<file path="src/rtl/ram_sync_ctrl.sv">
// Synchronous single-port RAM: combinational req/ack front end, RD_LAT-stage
// registered read path and a one-word-per-cycle hardware clear sweep.
module ram_sync_ctrl #(
  parameter int WIDTH  = 8,
  parameter int DEPTH  = 32,
  parameter int ADDR_W = 5,
  parameter int RD_LAT = 1
) (
  input  logic              clk,
  input  logic              rst_n,
  input  logic              req,
  input  logic              we,
  input  logic [ADDR_W-1:0] addr,
  input  logic [WIDTH-1:0]  wdata,
  input  logic              clr,
  output logic              ack,
  output logic [WIDTH-1:0]  rdata,
  output logic              rvalid,
  output logic              busy,
  output logic              done,
  output logic              err
);

  typedef enum logic {IDLE, CLEAR} state_t;

  typedef struct packed {
    logic              we;
    logic              oor;
    logic [ADDR_W-1:0] addr;
    logic [WIDTH-1:0]  wdata;
  } req_t;

  typedef struct packed {
    logic             vld;
    logic             oor;
    logic [WIDTH-1:0] data;
  } rsp_t;

  localparam logic [ADDR_W:0]   DEPTH_X = (ADDR_W+1)'(DEPTH);
  localparam logic [ADDR_W-1:0] LAST    = ADDR_W'(DEPTH - 1);

  state_t            state_q, state_d;
  logic [ADDR_W-1:0] clr_cnt_q, clr_cnt_d;
  logic              done_d, done_q;
  logic              wr_err_q;
  req_t              acc;
  rsp_t              rd_in;
  rsp_t [RD_LAT:1]   rsp_pipe;
  logic [WIDTH-1:0]  mem [DEPTH];

  // Acceptance never looks at addr/we; clr wins over a same-cycle request.
  assign ack = req && (state_q == IDLE) && !clr;
  assign acc = '{we: we, oor: ({1'b0, addr} >= DEPTH_X), addr: addr, wdata: wdata};

  always_comb begin
    state_d   = state_q;
    clr_cnt_d = clr_cnt_q;
    done_d    = 1'b0;
    case (state_q)
      IDLE: begin
        if (clr) begin
          state_d   = CLEAR;
          clr_cnt_d = '0;
        end
      end
      CLEAR: begin
        if (clr_cnt_q == LAST) begin
          state_d   = IDLE;
          clr_cnt_d = '0;
          done_d    = 1'b1;
        end else begin
          clr_cnt_d = clr_cnt_q + ADDR_W'(1);
        end
      end
      default: state_d = IDLE;
    endcase
  end

  always_ff @(posedge clk or negedge rst_n) begin
    if (!rst_n) begin
      state_q   <= IDLE;
      clr_cnt_q <= '0;
      done_q    <= 1'b0;
      wr_err_q  <= 1'b0;
    end else begin
      state_q   <= state_d;
      clr_cnt_q <= clr_cnt_d;
      done_q    <= done_d;
      wr_err_q  <= ack && acc.we && acc.oor;
    end
  end

  // Array itself is never reset; an aborted sweep leaves it partially cleared.
  always_ff @(posedge clk) begin
    if (state_q == CLEAR)
      mem[clr_cnt_q] <= '0;
    else if (ack && acc.we && !acc.oor)
      mem[acc.addr] <= acc.wdata;
  end

  always_comb begin
    rd_in     = '0;
    rd_in.vld = ack && !acc.we;
    rd_in.oor = rd_in.vld && acc.oor;
    if (rd_in.vld && !acc.oor)
      rd_in.data = mem[acc.addr];
  end

  // Data only advances with a valid beat so RDATA holds between reads.
  function automatic rsp_t stage(input rsp_t nxt, input rsp_t cur);
    rsp_t r;
    r.vld  = nxt.vld;
    r.oor  = nxt.oor;
    r.data = nxt.vld ? nxt.data : cur.data;
    return r;
  endfunction

  always_ff @(posedge clk or negedge rst_n) begin
    if (!rst_n) begin
      rsp_pipe <= '0;
    end else begin
      rsp_pipe[1] <= stage(rd_in, rsp_pipe[1]);
      for (int i = 2; i <= RD_LAT; i++)
        rsp_pipe[i] <= stage(rsp_pipe[i-1], rsp_pipe[i]);
    end
  end

  assign rdata  = rsp_pipe[RD_LAT].data;
  assign rvalid = rsp_pipe[RD_LAT].vld;
  assign err    = rsp_pipe[RD_LAT].oor || wr_err_q;
  assign busy   = (state_q == CLEAR);
  assign done   = done_q;

endmodule
</file>
<file path="config.mk">
export PLATFORM = sky130hd
export DESIGN_NAME = ram_sync_ctrl
export DESIGN_NICKNAME = d
export VERILOG_FILES = /design/src/rtl/ram_sync_ctrl.sv
export SDC_FILE = /design/constraint.sdc
export NUM_CORES = 1
export LEC_CHECK = 0
export CAP_MARGIN = 20
export CORE_ASPECT_RATIO = 0.7
export CORE_MARGIN = 2
export CORE_UTILIZATION = 55
export DETAILED_ROUTE_END_ITERATION = 10
export GPL_TIMING_DRIVEN = 0
export PLACE_DENSITY = 0.72
export SLEW_MARGIN = 20
export SYNTH_ARGS = -nofsm -noshare
export SYNTH_HDL_FRONTEND = slang
export SYNTH_SLANG_ARGS = --single-unit
export TNS_END_PERCENT = 1
</file>
<file path="constraint.sdc">
create_clock -name clk -period 6.3 [get_ports clk]
set_input_delay 1.26 -clock clk [delete_from_list [all_inputs] [get_ports clk]]
set_output_delay 1.26 -clock clk [all_outputs]
set_load 0.02 [all_outputs]
</file>
==> results summary, run 1 <==
The average detailed-routed wire length per instance is 27.8 um. The level count of the clock H-tree is 1. The die footprint is 21400 um^2. A synthesized cell averages roughly 17 um^2. For this configuration, the core starts out at a cell density of a little under three fifths. The floorplan step set the die height to 123 um. The final setup slack of the worst path is ~2.3 ns. The number of antenna repair diodes is 0. For the worst setup path, the data arrival time is 2.76 ns. The count of boundary I/O pins came out at 31. Across all register-to-register paths, the minimum setup slack is roughly 3.5 ns. The share of post-route cells with drive strength above 1 came out at approximately 14%. After synthesis, the cell types taking the most area are sky130_fd_sc_hd__edfxtp_1 69%, sky130_fd_sc_hd__mux2i_1 12%, sky130_fd_sc_hd__dfrtp_1 3.6%. The max capacitance violation total came out at 0. The total area inside the core boundary comes to 19800 um^2. At the worst endpoint, the required time is around 5 ns. The worst supply voltage drop on vdd is between 0.2 and 0.3 mV. The static leakage power is between 4 and 5 nW. The cell sitting at the root of the clock tree is a sky130_fd_sc_hd__clkbuf_16.

The critical path ends at ack. On the final layout, the worst clock skew is between 0.02 and 0.025 ns. The worst setup path is of the input port to output pin kind. The total DRC errors in the routed layout came out at 0. The startpoint identified for the worst register-to-register timing path is busy. The flip-flop and latch count after synthesis is roughly 270. The fraction of the yosys area taken by sequential cells came out at between 70 and 80%. The area overhead of the layout relative to synthesis came out at 13.5%. The post-synthesis cell count came out at roughly 650. In this run the tool buffered the top-level ports with 28 buffer cells. The power density over cell area came out at roughly 360 nW/um^2. The transition time of the tightest slew-check pin is 0.887 ns. The net total in the final layout came out at 730. The run finished with clean final reports.

The time the final worst path needs with I/O delays and setup is approximately 4 ns. Headroom to the max-slew limit came out at between 40 and 50%. Setup repair after global routing left no endpoint under its margin. The post-detailed-routing wire length came out at around 28000 um. Buffers inserted during clock tree synthesis total 25. Post-CTS repair changed the size of 0 cells. The endpoint of the worst register-to-register path is mem[6][7]. The kind of capture point of the worst setup path is an output pin. The highest fanout seen on the critical path is 7. After routing, the total negative slack on setup checks comes to 0 ns.

The number of antenna violations at the first check in global routing is 1. The number of iterations in the first detailed-routing pass came out at 5. The half-perimeter wire length after detailed placement is around 19000 um. The portion of synthesized cell area occupied by the leading cell type came out at between 60% and 70%. The count of yosys warnings during synthesis came out at 0. The number of post-CTS setup repair buffers came out at 0. The via count of the first global-routing pass is about 6100.

The global-route congestion overflow total is 0. The depth of the worst register-to-register path came out at 7. In this run the worst hold path is classified as register to register. The post-route clock period utilization came out at a little under two thirds. The final number of max-transition violations came out at 0. The number of setup violations in the final report came out at 0. The worst setup path is launched from an input port. The first global-routing pass estimated ~41000 um of wire.

The global routing usage summed across all routing layers is between 20% and 30%. The number of distinct standard cells referenced by the synthesized netlist is 37. Entering global routing, the biggest net connects 33 pins. The beginning of the critical path is clr.

The clock reaches the later pin of the worst-skew pair after 0.54 ns. The number of buffers on the longest clock path came out at 3. The total nets after synthesis came out at 672. The number of vias per cell after detailed routing came out at roughly 6.4. Clock-pin slew was measured on the worst setup and hold paths at ~0.060 ns. The number of hold buffers added after cts is 0.

The count of nets left with antenna violations after detail routing came out at 0. The global placer's final weighted congestion is about 0.95. The worst setup timing slack at the placement stage is between 2 and 2.5 ns. The TritonCTS clock tree is built.

The horizontal extent of the die came out at 174 um. The maximum frequency from static timing analysis is 0.249 GHz. The first-iteration detailed-routing DRC count is 935. The vias after detailed routing is about 6400.

The number of clock sinks is around 270. After synthesis the cells add up to about 11000 um^2. The biggest area contributor in the post-synthesis netlist is sky130_fd_sc_hd__edfxtp_1. The number of rows created at floorplan came out at between 40 and 50. The final count of hold timing violations came out at 0.
cells in the final DEF (no fill, tap or decap), drive strengths merged, types with 11 or more instances in the layout:
cell	Yosys	final
nand2	12	12
clkbuf	12	45
a22o	17	17
mux2i	128	128
a21oi	17	17
a221oi	16	16
edfxtp	256	256
a22oi	33	33
and2	11	11
buf	28	31
clkdlybuf4s50	0	28
dfrtp	16	16
nor2	38	38
worst max-delay path: stages:
cell,delay (ns)
sky130_fd_sc_hd__clkdlybuf4s50_1,0.45
sky130_fd_sc_hd__nor2_2,0.24
sky130_fd_sc_hd__and2_1,0.20
sky130_fd_sc_hd__clkdlybuf4s50_1,0.61
synthesized netlist by cell type, drive strengths merged:
master	instances
nor4b	2
and3	3
nand2	12
o41ai	8
nor2	38
a31oi	7
inv	7
o21ai	5
a22oi	33
clkbuf	12
edfxtp	256
o22ai	8
ha	2
nand3	2
dfrtp	16
a32oi	2
nor2b	5
a22o	17
o31a	1
nor3	6
buf	28
nand2b	5
conb	1
mux2i	128
nand4	1
a221oi	16
o31ai	2
a21oi	17
and2	11
or2	1
sequential cells by signal, indices dropped and copies added (netlist names):
register / flops
busy: 1
clr_cnt_q: 5
done: 1
mem: 256
rdata: 8
rvalid: 1
area by class of cell:
cell class,count,area (um^2)
Sequential cell,272,8090
Fill cell,1425,7180
Multi-Input combinational cell,333,2740
Clock buffer,33,666
Tap cell,270,338
Timing Repair Buffer,31,300
Buffer,40,270
Clock inverter,13,184
Inverter,7,26.3
per-layer routing:
layer  vias up  track usage, %  part of all wire [%]
li1       2704               -                     -
met1      3262            41.8                    44
met2       374            40.1                    43
met3        49            3.87                    10
met4         0            5.83                   2.2
met5         -               0                     0
power breakdown:
part           leakage (nW)  switching, W  internal (W)
clock network         0.403      0.000650      0.000915
logic                  1.54      0.000492      0.000236
registers              2.50     0.0000748       0.00219
total                  4.45       0.00122       0.00334
cells by family after synthesis:
group	share of synthesized area [%]
compound gates	9.05
fa+ha+maj	0.225
buf+inv	2.67
flops	72.8
mux	11.5
other cells	0.0338
simple gates	3.69
stage by stage:
step | utilization [%] | instances | total power [W] | hold WS, ns | instance area [um^2]
2_1_floorplan | - | 652 | 0.00270 | 0.541 | 11100
3_3_place_gp | 59.2 | 950 | 0.00296 | 0.489 | 11700
3_5_place_dp | 59.4 | 952 | 0.00300 | 0.500 | 11800
4_1_cts | 63.7 | 998 | 0.00454 | 0.515 | 12600
5_1_grt | 63.7 | 999 | 0.00469 | 0.523 | 12600
6_report | 63.7 | 999 | 0.00456 | 0.516 | 12600
how the worst min path moves through the flow:
stage / startpoint / endpoint / slack [ns] / cells after the start
floorplan: clr_cnt_q[0] / clr_cnt_q[0] / 0.54 / 1
global route: rdata[4] / rdata[4] / 0.52 / 2
finish: rdata[7] / rdata[7] / 0.52 / 2
CTS: rdata[4] / rdata[4] / 0.51 / 2
global placement: rdata[4] / rdata[4] / 0.49 / 2
detailed placement: rdata[4] / rdata[4] / 0.50 / 2
Power figures use the tool's default switching activity.
==> inputs of run 2 (changes only) <==
- clock period: 6.3 -> 4.2 ns (I/O delays scaled with it)
==> results of run 2 <==
Same layout as run 1 (identical final DEF). Status: finished clean.
Among the figures that moved: setup slack after placement 2.19 ns -> 0.514 ns; clock-pin slew on the worst setup and hold paths 0.06 ns -> 0.07 ns; setup slack after layout 2.28 ns -> 1.01 ns; start point of the critical path clr -> addr[1]; end point of the critical path ack -> rdata[3]; register-to-register setup slack 3.45 ns -> 1.35 ns; total power 0.00456 W -> 0.00684 W; worst IR drop on VDD 0.274 mV -> 0.411 mV
==> inputs of run 3 (changes only) <==
- clock period: 4.2 -> 3.25 ns (I/O delays scaled with it)
==> results of run 3 <==
Same layout as run 1 (identical final DEF). Status: finished clean.
Among the figures that moved: setup slack after placement 2.19 ns -> -0.246 ns; clock-pin slew on the worst setup and hold paths 0.06 ns -> 0.07 ns; setup slack after layout 2.28 ns -> 0.251 ns; start point of the critical path clr -> addr[1]; end point of the critical path ack -> rdata[3]; register-to-register setup slack 3.45 ns -> 0.40 ns; total power 0.00456 W -> 0.00884 W; worst IR drop on VDD 0.274 mV -> 0.532 mV
